<file path="src/rtl/decode_pkg.sv">
`default_nettype none
// ============================================================================
// Module      : decode_pkg
// Description : Shared constants for the RV32I decode stage: major opcodes,
//               ALU operation codes, instruction class codes, and a helper
//               that checks funct3 legality for memory and branch opcodes.
// Revision    : 1.0 - initial release
// ============================================================================
package decode_pkg;

    // Major opcodes (instr[6:0])
    localparam logic [6:0] OPC_LOAD   = 7'h03;
    localparam logic [6:0] OPC_OPIMM  = 7'h13;
    localparam logic [6:0] OPC_AUIPC  = 7'h17;
    localparam logic [6:0] OPC_STORE  = 7'h23;
    localparam logic [6:0] OPC_OP     = 7'h33;
    localparam logic [6:0] OPC_LUI    = 7'h37;
    localparam logic [6:0] OPC_BRANCH = 7'h63;
    localparam logic [6:0] OPC_JALR   = 7'h67;
    localparam logic [6:0] OPC_JAL    = 7'h6F;
    localparam logic [6:0] OPC_SYSTEM = 7'h73;

    // ALU operation codes. The base set is indexed by funct3 so OP/OP-IMM
    // map directly; the add/sub and logical/arithmetic right-shift variants
    // are told apart by execute from funct7 (OP) or imm[10] (OP-IMM).
    // Multiply/divide ops occupy 8-15 in funct3 order.
    localparam logic [3:0] ALU_ADD    = 4'd0;
    localparam logic [3:0] ALU_SLL    = 4'd1;
    localparam logic [3:0] ALU_SLT    = 4'd2;
    localparam logic [3:0] ALU_SLTU   = 4'd3;
    localparam logic [3:0] ALU_XOR    = 4'd4;
    localparam logic [3:0] ALU_SRL    = 4'd5;
    localparam logic [3:0] ALU_OR     = 4'd6;
    localparam logic [3:0] ALU_AND    = 4'd7;
    localparam logic [3:0] ALU_MUL    = 4'd8;
    localparam logic [3:0] ALU_MULH   = 4'd9;
    localparam logic [3:0] ALU_MULHSU = 4'd10;
    localparam logic [3:0] ALU_MULHU  = 4'd11;
    localparam logic [3:0] ALU_DIV    = 4'd12;
    localparam logic [3:0] ALU_DIVU   = 4'd13;
    localparam logic [3:0] ALU_REM    = 4'd14;
    localparam logic [3:0] ALU_REMU   = 4'd15;

    // Instruction class codes
    localparam logic [3:0] CLS_LOAD   = 4'd0;
    localparam logic [3:0] CLS_STORE  = 4'd1;
    localparam logic [3:0] CLS_BRANCH = 4'd2;
    localparam logic [3:0] CLS_JAL    = 4'd3;
    localparam logic [3:0] CLS_JALR   = 4'd4;
    localparam logic [3:0] CLS_LUI    = 4'd5;
    localparam logic [3:0] CLS_AUIPC  = 4'd6;
    localparam logic [3:0] CLS_ALU    = 4'd7;
    localparam logic [3:0] CLS_SYSTEM = 4'd8;

    // funct3 legality for opcodes with sparse funct3 maps; other opcodes
    // are reported legal here and checked elsewhere if needed.
    function automatic logic funct3_legal(input logic [6:0] opc,
                                          input logic [2:0] f3);
        logic ok;
        ok = 1'b1;
        case (opc)
            OPC_LOAD:   ok = (f3 != 3'd3) && (f3 != 3'd6) && (f3 != 3'd7);
            OPC_STORE:  ok = (f3 <= 3'd2);
            OPC_BRANCH: ok = (f3 != 3'd2) && (f3 != 3'd3);
            default:    ok = 1'b1;
        endcase
        return ok;
    endfunction

endpackage
`default_nettype wire

</file>
<file path="src/rtl/decode_stage_imm_gen.sv">
`default_nettype none
// ============================================================================
// Module      : imm_gen
// Description : Combinational immediate generator. Selects the I/S/B/U/J
//               format from the opcode and sign-extends from instr[31].
//               R-type and unknown opcodes yield zero.
// Ports       : instr (in, 32)  instruction word
//               imm   (out, 32) sign-extended immediate
// Revision    : 1.0 - initial release
// ============================================================================
module imm_gen
    import decode_pkg::*;
(
    input  logic [31:0] instr,
    output logic [31:0] imm
);

    always_comb begin
        imm = '0;
        case (instr[6:0])
            OPC_LOAD, OPC_OPIMM, OPC_JALR, OPC_SYSTEM:
                imm = {{20{instr[31]}}, instr[31:20]};
            OPC_STORE:
                imm = {{20{instr[31]}}, instr[31:25], instr[11:7]};
            OPC_BRANCH:
                imm = {{19{instr[31]}}, instr[31], instr[7], instr[30:25],
                       instr[11:8], 1'b0};
            OPC_LUI, OPC_AUIPC:
                imm = {instr[31:12], 12'b0};
            OPC_JAL:
                imm = {{11{instr[31]}}, instr[31], instr[19:12], instr[20],
                       instr[30:21], 1'b0};
            default:
                imm = '0;
        endcase
    end

endmodule
`default_nettype wire

</file>
<file path="src/rtl/decode_stage.sv">
`default_nettype none
// ============================================================================
// Module      : decode_stage
// Description : RV32I decode stage between fetch and execute. Drives the
//               register file's synchronous read addresses, registers the
//               decoded instruction on the same edge, then resolves operands
//               from register-file data, a write-back bypass and the x0 rule.
//               Optional macro DECODE_RV32M_EN enables the RV32M
//               multiply/divide encodings (funct7=0x01 on OP).
// Ports       : clk, rst (async, active-high)
//               in_valid/in_ready/in_instr/in_pc   fetch side handshake
//               flush                              kill held + incoming instr
//               rs1i/rs2i, read_data1/2            register-file read port
//               wb_we/wb_rd/wb_data                write-back bypass source
//               out_valid/out_ready + out_*        execute side
// Revision    : 1.0 - initial release
// ============================================================================
module decode_stage
    import decode_pkg::*;
#(
    parameter int XLEN = 32,
    parameter int RA_W = 5
) (
    input  logic            clk,
    input  logic            rst,
    input  logic            in_valid,
    output logic            in_ready,
    input  logic [31:0]     in_instr,
    input  logic [XLEN-1:0] in_pc,
    input  logic            flush,
    output logic [RA_W-1:0] rs1i,
    output logic [RA_W-1:0] rs2i,
    input  logic [XLEN-1:0] read_data1,
    input  logic [XLEN-1:0] read_data2,
    input  logic            wb_we,
    input  logic [RA_W-1:0] wb_rd,
    input  logic [XLEN-1:0] wb_data,
    output logic            out_valid,
    input  logic            out_ready,
    output logic [XLEN-1:0] out_pc,
    output logic [XLEN-1:0] out_op1,
    output logic [XLEN-1:0] out_op2,
    output logic [XLEN-1:0] out_imm,
    output logic [RA_W-1:0] out_rd,
    output logic            out_rd_we,
    output logic [2:0]      out_funct3,
    output logic [3:0]      out_alu_op,
    output logic            out_use_imm,
    output logic [3:0]      out_class,
    output logic            out_illegal
);

    logic            accept;
    logic [RA_W-1:0] held_rs1;
    logic [RA_W-1:0] held_rs2;
    logic            byp1;
    logic            byp2;
    logic [XLEN-1:0] bypd1;
    logic [XLEN-1:0] bypd2;

    logic [6:0]      opcode;
    logic [2:0]      funct3;
    logic [6:0]      funct7;
    logic [RA_W-1:0] dec_rd;
    logic [31:0]     dec_imm;
    logic [3:0]      dec_class;
    logic [3:0]      dec_alu_op;
    logic            dec_use_imm;
    logic            dec_writes;
    logic            dec_illegal;
    logic            dec_rd_we;

    // ------------------------------------------------------------------
    // Handshake and register-file address mux. While stalled the held
    // fields keep driving the addresses so the per-edge re-read returns
    // the same registers.
    // ------------------------------------------------------------------
    assign in_ready = !flush && (!out_valid || out_ready);
    assign accept   = in_valid && in_ready;
    assign rs1i     = accept ? in_instr[19:15] : held_rs1;
    assign rs2i     = accept ? in_instr[24:20] : held_rs2;

    // ------------------------------------------------------------------
    // Instruction decode
    // ------------------------------------------------------------------
    assign opcode = in_instr[6:0];
    assign funct3 = in_instr[14:12];
    assign funct7 = in_instr[31:25];
    assign dec_rd = in_instr[11:7];

    imm_gen u_imm_gen (
        .instr (in_instr),
        .imm   (dec_imm)
    );

    always_comb begin
        dec_class   = CLS_ALU;
        dec_alu_op  = ALU_ADD;
        dec_use_imm = 1'b1;
        dec_writes  = 1'b0;
        dec_illegal = !funct3_legal(opcode, funct3);
        case (opcode)
            OPC_LOAD: begin
                dec_class  = CLS_LOAD;
                dec_writes = 1'b1;
            end
            OPC_STORE: begin
                dec_class = CLS_STORE;
            end
            OPC_BRANCH: begin
                dec_class   = CLS_BRANCH;
                dec_use_imm = 1'b0;
            end
            OPC_JAL: begin
                dec_class  = CLS_JAL;
                dec_writes = 1'b1;
            end
            OPC_JALR: begin
                dec_class  = CLS_JALR;
                dec_writes = 1'b1;
            end
            OPC_LUI: begin
                dec_class  = CLS_LUI;
                dec_writes = 1'b1;
            end
            OPC_AUIPC: begin
                dec_class  = CLS_AUIPC;
                dec_writes = 1'b1;
            end
            OPC_OPIMM: begin
                dec_alu_op = {1'b0, funct3};
                dec_writes = 1'b1;
            end
            OPC_OP: begin
                dec_alu_op  = {1'b0, funct3};
                dec_use_imm = 1'b0;
                dec_writes  = 1'b1;
                case (funct7)
                    7'h00:   dec_illegal = 1'b0;
                    // Only SUB (funct3=0) and SRA (funct3=5) use the alternate encoding
                    7'h20:   dec_illegal = (funct3 != 3'd0) && (funct3 != 3'd5);
`ifdef DECODE_RV32M_EN
                    7'h01:   dec_alu_op  = {1'b1, funct3};
`endif
                    default: dec_illegal = 1'b1;
                endcase
            end
            OPC_SYSTEM: begin
                dec_class = CLS_SYSTEM;
            end
            default: begin
                dec_use_imm = 1'b0;
                dec_illegal = 1'b1;
            end
        endcase
    end

    // x0 is never written, and an illegal instruction must not write anything
    assign dec_rd_we = dec_writes && !dec_illegal && (dec_rd != '0);

    // ------------------------------------------------------------------
    // Pipeline register, held fields and bypass capture
    // ------------------------------------------------------------------
    always_ff @(posedge clk or posedge rst) begin
        if (rst) begin
            out_valid   <= 1'b0;
            out_pc      <= '0;
            out_imm     <= '0;
            out_rd      <= '0;
            out_rd_we   <= 1'b0;
            out_funct3  <= '0;
            out_alu_op  <= '0;
            out_use_imm <= 1'b0;
            out_class   <= '0;
            out_illegal <= 1'b0;
            held_rs1    <= '0;
            held_rs2    <= '0;
            byp1        <= 1'b0;
            byp2        <= 1'b0;
            bypd1       <= '0;
            bypd2       <= '0;
        end else begin
            // The register file returns the pre-write value when read and
            // written on the same edge; remember the write so it wins.
            byp1  <= wb_we && (wb_rd == rs1i) && (wb_rd != '0);
            byp2  <= wb_we && (wb_rd == rs2i) && (wb_rd != '0);
            bypd1 <= wb_data;
            bypd2 <= wb_data;

            if (flush) begin
                out_valid <= 1'b0;
            end else if (accept) begin
                out_valid   <= 1'b1;
                out_pc      <= in_pc;
                out_imm     <= dec_imm;
                out_rd      <= dec_rd;
                out_rd_we   <= dec_rd_we;
                out_funct3  <= funct3;
                out_alu_op  <= dec_alu_op;
                out_use_imm <= dec_use_imm;
                out_class   <= dec_class;
                out_illegal <= dec_illegal;
                held_rs1    <= in_instr[19:15];
                held_rs2    <= in_instr[24:20];
            end else if (out_ready) begin
                out_valid <= 1'b0;
            end
        end
    end

    // ------------------------------------------------------------------
    // Operand resolution
    // ------------------------------------------------------------------
    assign out_op1 = (held_rs1 == '0) ? '0 : (byp1 ? bypd1 : read_data1);
    assign out_op2 = (held_rs2 == '0) ? '0 : (byp2 ? bypd2 : read_data2);

endmodule
`default_nettype wire

</file>
<file path="config.mk">
export PLATFORM = sky130hd
export DESIGN_NAME = decode_stage
export DESIGN_NICKNAME = d
export VERILOG_FILES = /design/src/rtl/decode_pkg.sv /design/src/rtl/decode_stage_imm_gen.sv /design/src/rtl/decode_stage.sv
export SDC_FILE = /design/constraint.sdc
export NUM_CORES = 1
export LEC_CHECK = 0
export BUFFER_PORTS_ARGS = -buffer_cell sky130_fd_sc_hd__buf_2
export CAP_MARGIN = 5
export CELL_PAD_IN_SITES_DETAIL_PLACEMENT = 1
export CELL_PAD_IN_SITES_GLOBAL_PLACEMENT = 1
export CORE_MARGIN = 1
export CORE_UTILIZATION = 32
export DETAILED_ROUTE_END_ITERATION = 6
export GPL_TIMING_DRIVEN = 1
export PLACE_DENSITY = 0.83
export SYNTH_ARGS = -nofsm -noshare
export SYNTH_HDL_FRONTEND = slang
export SYNTH_SLANG_ARGS = --single-unit
</file>
<file path="constraint.sdc">
create_clock -name clk -period 5.2 [get_ports clk]
set_clock_uncertainty 0.05 [all_clocks]
set_input_delay 0.52 -clock clk [delete_from_list [all_inputs] [get_ports clk]]
set_output_delay 0.52 -clock clk [all_outputs]
set_load 0.01 [all_outputs]
</file>
## Yosys cells after proc, flatten, opt, wreduce, memory -nomap -nowiden

Index checks and enable logic that the tools add are counted.

| storage, ports and cells | value |
|---|---|
| register bits | 128 |
| input port bits | 171 |

| operators by class | value |
|---|---|
| magnitude comparators | 1 |
| eq/ne operators | 18 |
| multiplexer cells | 17 |
| bitwise logic cells | 1 |
| reduce and logical (&&, ||, !) cells | 31 |

Operator list:

| cell | count |
|---|---|
| $pmux 32 s5 | 1 |
| $mux 32 | 4 |
| $pmux 4 s8 | 1 |
| $eq 7x6->1 const B | 4 |
| $eq 7x7->1 const B | 4 |
| $eq 7x5->1 const B | 2 |
| $logic_and 1x1->1 | 12 |
| $eq 5x5->1 | 2 |
| $logic_not 5->1 | 2 |
| $mux 5 | 2 |
| $reduce_bool 5->1 | 2 |
| $ne 3x3->1 const B | 3 |
| $reduce_or 9->1 | 1 |
| $reduce_or 8->1 | 1 |
| $eq 7x2->1 const B | 1 |
| $logic_not 7->1 | 1 |
| $reduce_or 7->1 | 1 |
| $ne 3x2->1 const B | 2 |
| $reduce_bool 3->1 | 2 |
| $mux 1 | 5 |
| $logic_not 1->1 | 4 |
| $pmux 1 s2 | 2 |
| $reduce_or 2->1 | 2 |
| $reduce_or 4->1 | 1 |
| 6 further kinds | 6 |

## Longest topological paths before layout

Gate-level depths: netlist (run 1).

| depth | value |
|---|---|
| depth after elaboration | 9 |
| mapped depth | 8 |

## By module

A second synthesis (run 1) with hierarchy kept.

| unflattened totals | value |
|---|---|
| cell total of the unflattened synthesis | 724 |
| area, all modules | 6503.7 µm² |

Modules (own cells, without submodules):

| module | times used | cells an instance | area each (µm²) |
|---|---|---|---|
| decode_stage | 1 | 642 | 5945.7 |
| imm_gen | 1 | 82 | 558.0 |

## Worst setup path before layout (run 1)

No wires, ideal clock.

| path | value |
|---|---|
| path kind | input to output |
| from | in out_ready |
| to | out rs1i[2] |
| arrival | 1.585 ns |
| data required time | 4.630 ns |
| setup slack | 3.045 ns |
| stages on the path | 7 |
| buffers on the path | 3 |
| cell sequence | nand2b_1 nand2_1 buf_2 buf_2 clkbuf_1 nand2_1 nand2_1 |

| between the ends | value |
|---|---|
| longest elaborated chain between the ends | 4 |

RTL lines:

| what | line | text |
|---|---|---|
| start, declared | decode_stage.sv:39 | `input logic out_ready,` |
| $logic_or 1x1->1 | decode_stage.sv:78 | `assign in_ready = !flush && (!out_valid \|\| out_ready);` |
| $logic_and 1x1->1 | decode_stage.sv:78 |  |
| $logic_and 1x1->1 | decode_stage.sv:79 | `assign accept = in_valid && in_ready;` |
| $mux 5 | - |  |
| end, declared | decode_stage.sv:31 | `output logic [RA_W-1:0] rs1i,` |

No other way between the ends.

## Worst setup path in the final report (run 1)

| path | value |
|---|---|
| from | reg held_rs1[2] |
| to | out out_op1[2] |

| between the ends | value |
|---|---|
| longest elaborated chain between the ends | 2 |

RTL lines:

| what | line | text |
|---|---|---|
| start, declared | decode_stage.sv:54 | `logic [RA_W-1:0] held_rs1;` |
| start signal, assigned | decode_stage.sv:203 | `held_rs1 <= in_instr[19:15];` |
| $logic_not 5->1 | decode_stage.sv:214 | `assign out_op1 = (held_rs1 == '0) ? '0 : (byp1 ? bypd1 : read_data1);` |
| $mux 32 | decode_stage.sv:214 |  |
| end, declared | decode_stage.sv:41 | `output logic [XLEN-1:0] out_op1,` |

No other way between the ends.

==> metrics.txt, run 1 <==
run status completed; Post-CTS Hold Fix Bufs 0; GRT Residual Overflow 0; Cell Area, Synth 6108 um2; post-place instance area 7896 um2; CP delay by family, top simple AND/OR/NAND/NOR gates; Post-synth EDFFs 0; worst IR drop on VDD 236.3 uV; final core area utilization 45.53%; overall die height 140.2 um; final-stage net count 1116; root buf cell sky130_fd_sc_hd__clkbuf_16; synth cell count leaders 157 x sky130_fd_sc_hd__nand2_1, 127 x sky130_fd_sc_hd__dfrtp_1, 92 x sky130_fd_sc_hd__nor2_1, 67 x sky130_fd_sc_hd__mux2i_1, 21 x sky130_fd_sc_hd__buf_2; total of endpoints with negative setup slack in the final report 0; number of clock buffers inserted by TritonCTS 17; power density of the placed cells 345.6 nW/um2; Synth Register Bits 127; Die Span X 140.2 um; share of the clock period used by the worst path 52.45%; cell types occupying the most area after synthesis sky130_fd_sc_hd__dfrtp_1 52%, sky130_fd_sc_hd__mux2i_1 11%, sky130_fd_sc_hd__nand2_1 9.6%, sky130_fd_sc_hd__nor2_1 5.7%, sky130_fd_sc_hd__mux2_2 2.0%; # Max-Cap Violations 0; maximum number of pins on one net before global-route repair 94; total die area 19640 um2; cell type with the highest aggregate area in the netlist sky130_fd_sc_hd__dfrtp_1; # IOs 330; global-route wire length before repair 34570 um; cell-by-cell trace of the critical path or4_1, nor2_2, buf_4, nor2_1, buf_2; number of global-route vias before repair 6043; worst max-slew margin expressed relative to the limit 34.28%; Via Count 5949; RSZ-0062 raised after global routing false; leakage power 4.428 nW; sum of negative setup slack 0 ps; final worst-path setup slack 2472 ps; Initial DRT Pass Iterations 5; CP endpoint kind output pin; routed wire length per instance 18.85 um; kind of critical path flip-flop to output pin; final WL 22510 um; Tot GR Track Use 23.17%; maximum clock path buffer count 2; Max Freq 366.6 MHz; final count of hold timing violations 0; combinational share of power 18.7%; clock period minus worst slack 2728 ps; sequential cell area fraction in the yosys report 52.03%; final-report max-slew violation count 0; sw power 0.8236 mW; distinct cell type count of the synthesized netlist 56; Syn Area/Cell 9.680 um2; longest individual stage delay on the worst path 560 ps; clock latency at the later pin of the worst-skew pair 420 ps; violation count after the first detailed-routing iteration 220; area of the core 18710 um2; layout-stage area growth over the synthesis result 39.41%; CTS resizes 0; Post-DRT Antenna Nets 0; post-layout instance area 8516 um2; critical path data required time 4630 ps; Net Sw Frac 27.99%; share of the synthesized area in the top cell type 52.03%; share of post-route cells with drive strength above 1 40.81%; number of clock sinks 127; highest-delay cell along the critical path sky130_fd_sc_hd__or4_1; Primary FF master, synth sky130_fd_sc_hd__dfrtp_1; clock tree from TritonCTS yes; maximum fanout along the worst path 32; via density per instance 4.982; share of power burned in the clock network 42.5%; Initial Utilization 32.66%; instance count of the mapped netlist 631; sequential cell fraction of total power 38.8%; post-synth net total 802; placed cells 1160; HPWL after DPL 17130 um; dpl ws 2358 ps; critical path launch point type flip-flop; final weighted congestion of routability-driven global placement 0.8351; buffering stage count on the worst path with inverters included 2; H-tree level count 4; clock-pin transition on the worst setup and hold timing paths 60 ps; floorplan row count 50; internal power summed over all cells 2.119 mW; DRC errors left 0; count of non-filler cells in the finished layout 1194; share of synthesized registers carrying an async set or reset 100.0%; buffers inserted by post-CTS timing repair 0; worst min path class primary input to flip-flop; number of antenna violations at the first check in global routing 4; register-to-register setup slack 2710 ps; I/O Buffers 328; total of warnings raised by yosys 0; top-count cell post-synth sky130_fd_sc_hd__nand2_1; data arrival time of the worst path 2160 ps; slew of the pin with the lowest slew margin 985.8 ps
[placed cells by master, fill, tap and decap left out, types with 5 or more instances in the layout]
master and n:
sky130_fd_sc_hd__nand3_1 5, sky130_fd_sc_hd__mux2i_1 67, sky130_fd_sc_hd__nor3_1 8, sky130_fd_sc_hd__o21ai_0 11, sky130_fd_sc_hd__mux2_2 11, sky130_fd_sc_hd__a21oi_1 16, sky130_fd_sc_hd__dfrtp_1 125, sky130_fd_sc_hd__xor2_1 11
sky130_fd_sc_hd__buf_4 7, sky130_fd_sc_hd__a22o_1 11, sky130_fd_sc_hd__clkbuf_16 17, sky130_fd_sc_hd__a21o_1 6, sky130_fd_sc_hd__nor2_1 90, sky130_fd_sc_hd__a221o_1 10, sky130_fd_sc_hd__buf_2 328, sky130_fd_sc_hd__nand2_1 156
[layout make-up]
class / count / area (um2)
antenna: 2 / 5.005
clock buffer: 21 / 450.4
clock inverter: 11 / 163.9
fill: 2255 / 10190
inverter: 6 / 27.53
multi-input combinational: 458 / 2701
sequential: 127 / 3181
tap: 234 / 292.8
timing repair buffer: 335 / 1694
[metal layers]
metal  vias to the layer above  wire (um)  track usage, %
li1                       2750          -               -
met1                      2938       8618           26.10
met2                       227      11930           41.76
met3                        32       1450           6.564
met4                         2        506           8.039
met5                         -          8               0
[path summary, 6_finish.rpt]
check	startpoint	end	cells after the start
hold reg to reg	out_pc[7]	out_pc[7]	2
setup reg to reg	out_valid	out_imm[24]	6
hold / removal	wb_data[29]	bypd2[29]	1
setup / recovery	held_rs1[2]	out_op1[2]	5
max in group asynchronous	rst	out_imm[10]	3
min in group asynchronous	rst	bypd2[16]	2
[stage by stage]
step,hold WS [ps],total power [mW]
CTS,135.3,2.978
global placement,403.4,1.695
finish,153.8,2.943
floorplan,437.3,1.427
global route,134.9,3.079
detailed placement,406.9,1.712
[state kept, by name, indices dropped and copies added, names as in the netlist, 3 cells and up]
register	count
out_pc	32
held_rs1	5
out_imm	32
held_rs2	5
out_alu_op	3
bypd2	32
out_funct3	3
out_rd	5
out_class	4
[logic make-up (layout without fill, tap and decap cells)]
group           after synthesis  after routing  share of synthesized area, %
compound gates               71             71                         8.460
xor+xnor                     14             14                         2.007
buf+inv                      46            373                         3.892
flops                       127            127                         52.03
mux                          79             79                         13.25
other cells                   1              3                       0.06139
simple gates                293            293                         20.30
[worst reg2reg max path: cells and delay by family, from the launching register on]
family / cells / cell delay, ps
AO/OA/AOI/OAI: 1 / 250
buffers and inverters: 1 / 410
flip-flops: 1 / 380
AND/OR/NAND/NOR: 4 / 1330
[power by group through the flow]
stage	logic, mW	clock network (mW)	registers [mW]
after floorplan	0.259	0	1.17
after global placement	0.541	0	1.15
after detailed placement	0.555	0	1.16
after CTS	0.558	1.28	1.14
after global routing	0.604	1.32	1.15
final	0.549	1.25	1.14
No activity file was read; power rests on OpenSTA's default activity.
==> run 2, diff against run 1 <==
Clock period 5.2 ns to 2.8 ns, I/O delays scaled along.
==> metrics.txt, run 2 (synthesis results as in run 1) <==
Max Freq 384.2 MHz; hold path startpoint in_pc[16]; number of stages on the worst hold path 3 (+2); clock period minus worst slack 2603 ps; power density of the placed cells 610.2 nW/um2 (+77%); number of cells on the worst reg-to-reg path 6 (unchanged); data arrival time of the worst path 2270 ps (+110 ps); leakage power 4.672 nW (+5.5%); final-stage net count 1171 (+4.9%); final count of hold timing violations 0 (unchanged); final WL 24800 um (+10%); share of post-route cells with drive strength above 1 39.19% (-1.6 points); Tot GR Track Use 25.61% (+2.4 points); area of the core 18710 um2 (unchanged); Die Span X 140.2 um (unchanged); Initial DRT Pass Iterations 4 (-1); sequential cell area in the final layout 3181 um2 (unchanged); Critical R2R Capture out_alu_op[2]; routed wire length per instance 19.78 um (+4.9%); largest registers bypd2 x32, out_imm x32, out_pc x32; most frequent standard cell in the layout excluding fill and tap cells sky130_fd_sc_hd__buf_2; critical path data required time 2470 ps (-2160 ps); I/O Buffers 328 (unchanged); clock tree from TritonCTS yes; final weighted congestion of routability-driven global placement 0.8462 (+1.3%); Post-CTS Hold Fix Bufs 50 (+50); CTS resizes 0 (unchanged); floorplan row count 50 (unchanged); H-tree level count 4 (unchanged); top library cells by usage in the layout, fill and taps aside 328 x sky130_fd_sc_hd__buf_2, 156 x sky130_fd_sc_hd__nand2_1, 125 x sky130_fd_sc_hd__dfrtp_1; via density per instance 4.991 (+0.18%); layout-stage area growth over the synthesis result 49.30%; Reg2Reg Launch Point out_valid; maximum fanout along the worst path 30 (-6.3%); worst hold margin 8.321 ps (-145.4 ps); maximum number of pins on one net before global-route repair 66 (-30%); GRT Residual Overflow 0 (unchanged); count of non-filler cells in the finished layout 1254 (+5.0%); maximum clock path buffer count 2 (unchanged); DRC errors left 0 (unchanged); sum of negative setup slack 0 ps (unchanged); total of endpoints with negative setup slack in the final report 0 (unchanged); Worst Hold Endpoint out_pc[16]; multi-input combinational cell area 2701 um2 (unchanged); run status completed; kind of critical path primary input to output pin; Initial Utilization 32.66% (unchanged); worst max-slew margin expressed relative to the limit 53.00% (+19 points); Via Count 6259 (+5.2%); violation count after the first detailed-routing iteration 256 (+16%); # IOs 330 (unchanged); CP endpoint kind output pin; HPWL after DPL 17840 um (+4.2%); Post-DRT Antenna Nets 0 (unchanged); number of global-route vias before repair 6787 (+12%); root buf cell sky130_fd_sc_hd__clkbuf_16; worst min path class primary input to flip-flop; slew of the pin with the lowest slew margin 703.6 ps (-282.3 ps); share of the clock period used by the worst path 92.97%; total die area 19640 um2 (unchanged); placed cells 1165 (+0.43%); worst IR drop on VDD 449.4 uV (+90%); # fillers 2240 (-0.67%); overall die height 140.2 um (unchanged); global-route wire length before repair 37960 um (+9.8%); final-report max-slew violation count 0 (unchanged); critical path launch point type primary input; number of clock sinks 127 (unchanged); clock-pin transition on the worst setup and hold timing paths 50 ps (about the same); clock latency at the later pin of the worst-skew pair 420 ps (about the same); register-to-register setup slack 600 ps (-2110 ps); number of antenna violations at the first check in global routing 8 (+4); number of clock buffers inserted by TritonCTS 17 (unchanged); buffers inserted by post-CTS timing repair 0 (unchanged); # Max-Cap Violations 0 (unchanged); RSZ-0062 raised after global routing false
==> run 2: cell types whose count changed in the layout (fill, tap and decap cells not counted) <==
| cell | before | now |
|---|---|---|
| sky130_fd_sc_hd__buf_4 | 7 | 8 |
| sky130_fd_sc_hd__buf_12 | 0 | 4 |
| sky130_fd_sc_hd__dlygate4sd3_1 | 0 | 50 |
| sky130_fd_sc_hd__bufinv_16 | 4 | 3 |
| sky130_fd_sc_hd__clkbuf_8 | 1 | 4 |
| sky130_fd_sc_hd__clkbuf_1 | 3 | 2 |
| sky130_fd_sc_hd__inv_6 | 1 | 0 |
| sky130_fd_sc_hd__clkinv_2 | 4 | 2 |
| sky130_fd_sc_hd__clkinvlp_4 | 2 | 4 |
| sky130_fd_sc_hd__diode_2 | 2 | 7 |
==> run 2: area by class of cell <==
cell class / instances / area share [%]
clock buffer: 23 / 5.351
clock inverter: 9 / 1.441
antenna: 7 / 0.1921
inverter: 6 / 0.2881
timing repair buffer: 390 / 25.02
multi-input combinational: 458 / 29.62
tap: 234 / 3.210
sequential: 127 / 34.87
==> run 2: worst max-delay path, cell delays in order <==
cell	delay, ps
sky130_fd_sc_hd__dlygate4sd3_1	550
sky130_fd_sc_hd__buf_2	140
sky130_fd_sc_hd__nor2b_1	160
sky130_fd_sc_hd__and2_2	390
sky130_fd_sc_hd__buf_4	400
sky130_fd_sc_hd__nand2_1	120
sky130_fd_sc_hd__nand2_1	70
sky130_fd_sc_hd__buf_2	130
==> run 2: routing by layer <==
layer / global-route usage (%) / vias to the layer above / wire length (um)
met4: 14.23 / 4 / 1094
li1: - / 2871 / -
met5: 0 / - / 25
met1: 26.30 / 3061 / 8778
met2: 46.76 / 257 / 13230
met3: 7.282 / 66 / 1671
==> run 2: worst max-delay path by stage <==
stage	endpoint	slack, ps	from
4_1_cts	rs1i[2]	230	flush
6_report	rs1i[2]	200	flush
5_1_grt	rs1i[2]	70	flush
2_1_floorplan	byp1	900	rst
3_5_place_dp	out_alu_op[2]	510	flush
3_3_place_gp	out_alu_op[1]	690	flush
==> run 2: where the power goes <==
group / total (mW) / internal, mW / switching (mW) / leakage [nW]
sequential: 2.11 / 2.00 / 0.109 / 1.57
combinational: 1.12 / 0.482 / 0.641 / 2.80
clock: 2.33 / 1.49 / 0.838 / 0.295
==> run 2: stage by stage <==
stage	util (%)	power (mW)	setup slack (ps)	area, um2
after floorplan	-	2.650	902.7	6112
after global placement	42.68	3.162	689.1	7983
after detailed placement	42.68	3.196	508.7	7983
after CTS	48.66	5.611	232.7	9102
after global routing	48.74	5.806	69.74	9117
final	48.76	5.565	196.9	9120
==> run 3, diff against run 2 <==
Settings changed: CORE_ASPECT_RATIO from default to 0.5.
==> metrics.txt, run 3 (synthesis results as in run 1) <==
I/O Buffers 328 (unchanged); data arrival time of the worst path 2190 ps (-80 ps); clock-pin transition on the worst setup and hold timing paths 60 ps (about the same); Tot GR Track Use 23.62% (-2.0 points); worst hold margin 15.14 ps (+6.823 ps); power density of the placed cells 618.1 nW/um2 (+1.3%); # Max-Cap Violations 0 (unchanged); DRC errors left 0 (unchanged); critical path launch point type primary input; run status completed; overall die height 99.70 um (-29%); Via Count 6151 (-1.7%); global-route wire length before repair 35950 um (-5.3%); maximum number of pins on one net before global-route repair 84 (+27%); number of cells on the worst reg-to-reg path 6 (unchanged); multi-input combinational cell area 2701 um2 (unchanged); clock latency at the later pin of the worst-skew pair 410 ps (about the same); fraction of met1 tracks used by global routing 27.47% (+1.2 points); CP delay by family, top buffers and inverters; Max Freq 396.7 MHz (+3.3%); HPWL after DPL 17020 um (-4.6%); Critical R2R Capture out_imm[3]; cell-by-cell trace of the critical path dlygate4sd3_1, buf_2, nor2b_1, and2_2, buf_12, nand2_1, nand2_1, buf_2; number of global-route vias before repair 6539 (-3.7%); worst IR drop on VDD 467.0 uV (+3.9%); share of the clock period used by the worst path 90.02% (-2.9 points); number of stages on the worst hold path 3 (unchanged); violation count after the first detailed-routing iteration 313 (+22%); longest individual stage delay on the worst path 520 ps (-30 ps); # fillers 2205 (-1.6%); placed cells 1190 (+2.1%); count of non-filler cells in the finished layout 1266 (+0.96%); critical path data required time 2470 ps (about the same); sequential cell area in the final layout 3181 um2 (unchanged); slew of the pin with the lowest slew margin 587.4 ps (-116.2 ps); via density per instance 4.859 (-2.7%); final-stage net count 1164 (-0.60%); sum of negative setup slack 0 ps (unchanged); layout-stage area growth over the synthesis result 48.18%; largest registers bypd2 x32, out_imm x32, out_pc x32; register-to-register setup slack 880 ps (+280 ps); clock tree from TritonCTS yes; # IOs 330 (unchanged); leakage power 4.640 nW (-0.69%); RSZ-0062 raised after global routing false; final count of hold timing violations 0 (unchanged); top library cells by usage in the layout, fill and taps aside 328 x sky130_fd_sc_hd__buf_2, 156 x sky130_fd_sc_hd__nand2_1, 125 x sky130_fd_sc_hd__dfrtp_1; share of post-route cells with drive strength above 1 39.60% (+0.41 points); final-report max-slew violation count 0 (unchanged); floorplan row count 35 (-30%); Die Span X 197.4 um (+41%); Initial DRT Pass Iterations 4 (unchanged); total die area 19680 um2 (+0.17%); number of clock buffers inserted by TritonCTS 17 (unchanged); total of endpoints with negative setup slack in the final report 0 (unchanged); H-tree level count 4 (unchanged); Worst Hold Endpoint out_pc[24]; final weighted congestion of routability-driven global placement 0.8673 (+2.5%); maximum fanout along the worst path 55 (+83%); met2 Use GR 42.33% (-4.4 points); final WL 23470 um (-5.4%); kind of critical path primary input to output pin; most frequent standard cell in the layout excluding fill and tap cells sky130_fd_sc_hd__buf_2; number of clock sinks 127 (unchanged); maximum clock path buffer count 2 (unchanged); worst max-slew margin expressed relative to the limit 60.84% (+7.8 points); clock period minus worst slack 2521 ps (-82.51 ps); highest-delay cell along the critical path sky130_fd_sc_hd__dlygate4sd3_1; CP endpoint kind output pin; Initial Utilization 32.98% (+0.32 points); GRT Residual Overflow 0 (unchanged); buffering stage count on the worst path with inverters included 4 (unchanged); area of the core 18520 um2 (-0.97%); routed wire length per instance 18.54 um (-6.3%); GRT busiest layer met2; Post-DRT Antenna Nets 0 (unchanged); worst min path class primary input to flip-flop; Reg2Reg Launch Point out_valid; M3 GR Usage 4.442% (-2.8 points); number of antenna violations at the first check in global routing 2 (-6); root buf cell sky130_fd_sc_hd__clkbuf_16; hold path startpoint in_pc[24]
[run 3: changes by cell type in the layout (fill, tap and decap cells not counted), sizes merged]
cell         delta
bufinv          +1
inv             +2
clkinv          +1
dlygate4sd3     -7
clkbuf          -5
diode           -5
[run 3: worst register-to-register path, cell delays in order, from the launching register on]
cell	delay (ps)
sky130_fd_sc_hd__dfrtp_1	390
sky130_fd_sc_hd__nand2b_1	100
sky130_fd_sc_hd__and2_2	420
sky130_fd_sc_hd__buf_12	310
sky130_fd_sc_hd__and3_1	340
sky130_fd_sc_hd__a22o_1	160
sky130_fd_sc_hd__a21o_1	80
[run 3: how the worst max path moves through the flow]
| stage | startpoint | end | slack, ps | cells past startpoint |
|---|---|---|---|---|
| 2_1_floorplan | rst | byp1 | 900 | 1 |
| 3_3_place_gp | held_rs1[2] | out_op1[16] | 820 | 5 |
| 3_5_place_dp | in_instr[5] | out_imm[20] | 770 | 6 |
| 4_1_cts | flush | rs2i[3] | 260 | 8 |
| 5_1_grt | flush | rs2i[3] | 180 | 8 |
| 6_report | flush | rs2i[3] | 280 | 8 |
[run 3: final cells by class]
| cell class | instances | area share [%] |
|---|---|---|
| Clock inverter | 13 | 2.074 |
| Inverter | 6 | 0.2903 |
| Sequential cell | 127 | 35.14 |
| Timing Repair Buffer | 383 | 24.16 |
| Tap cell | 259 | 3.580 |
| Clock buffer | 18 | 4.852 |
| Antenna cell | 2 | 0.05529 |
| Multi-Input combinational cell | 458 | 29.85 |
[run 3: power breakdown]
part	internal [mW]	total [mW]	switching (mW)
clock	1.51	2.39	0.871
sequential	2.00	2.10	0.103
combinational	0.473	1.11	0.633
[run 3: what timing repair did]
action	4_1_cts	5_1_grt
hold buffers	43	0
buffers inserted	0	0
endpoints found under the hold margin	46	0
gates resized for setup	0	0
[run 3: metal layers]
layer  vias to the layer above  share of wire [%]
met5                         -                  0
met2                       198                 52
li1                       2846                  -
met3                        58                4.4
met4                         0                3.7
met1                      3049                 40
[run 3: through the flow]
step,cell area (um2),utilization [%],worst slack (ps),power [mW]
2_1_floorplan,6112,-,902.7,2.650
3_3_place_gp,7989,43.13,820.4,3.140
3_5_place_dp,7989,43.13,766.7,3.186
4_1_cts,9046,48.83,263.1,5.653
5_1_grt,9051,48.86,183.1,5.843
6_report,9051,48.86,279.4,5.595
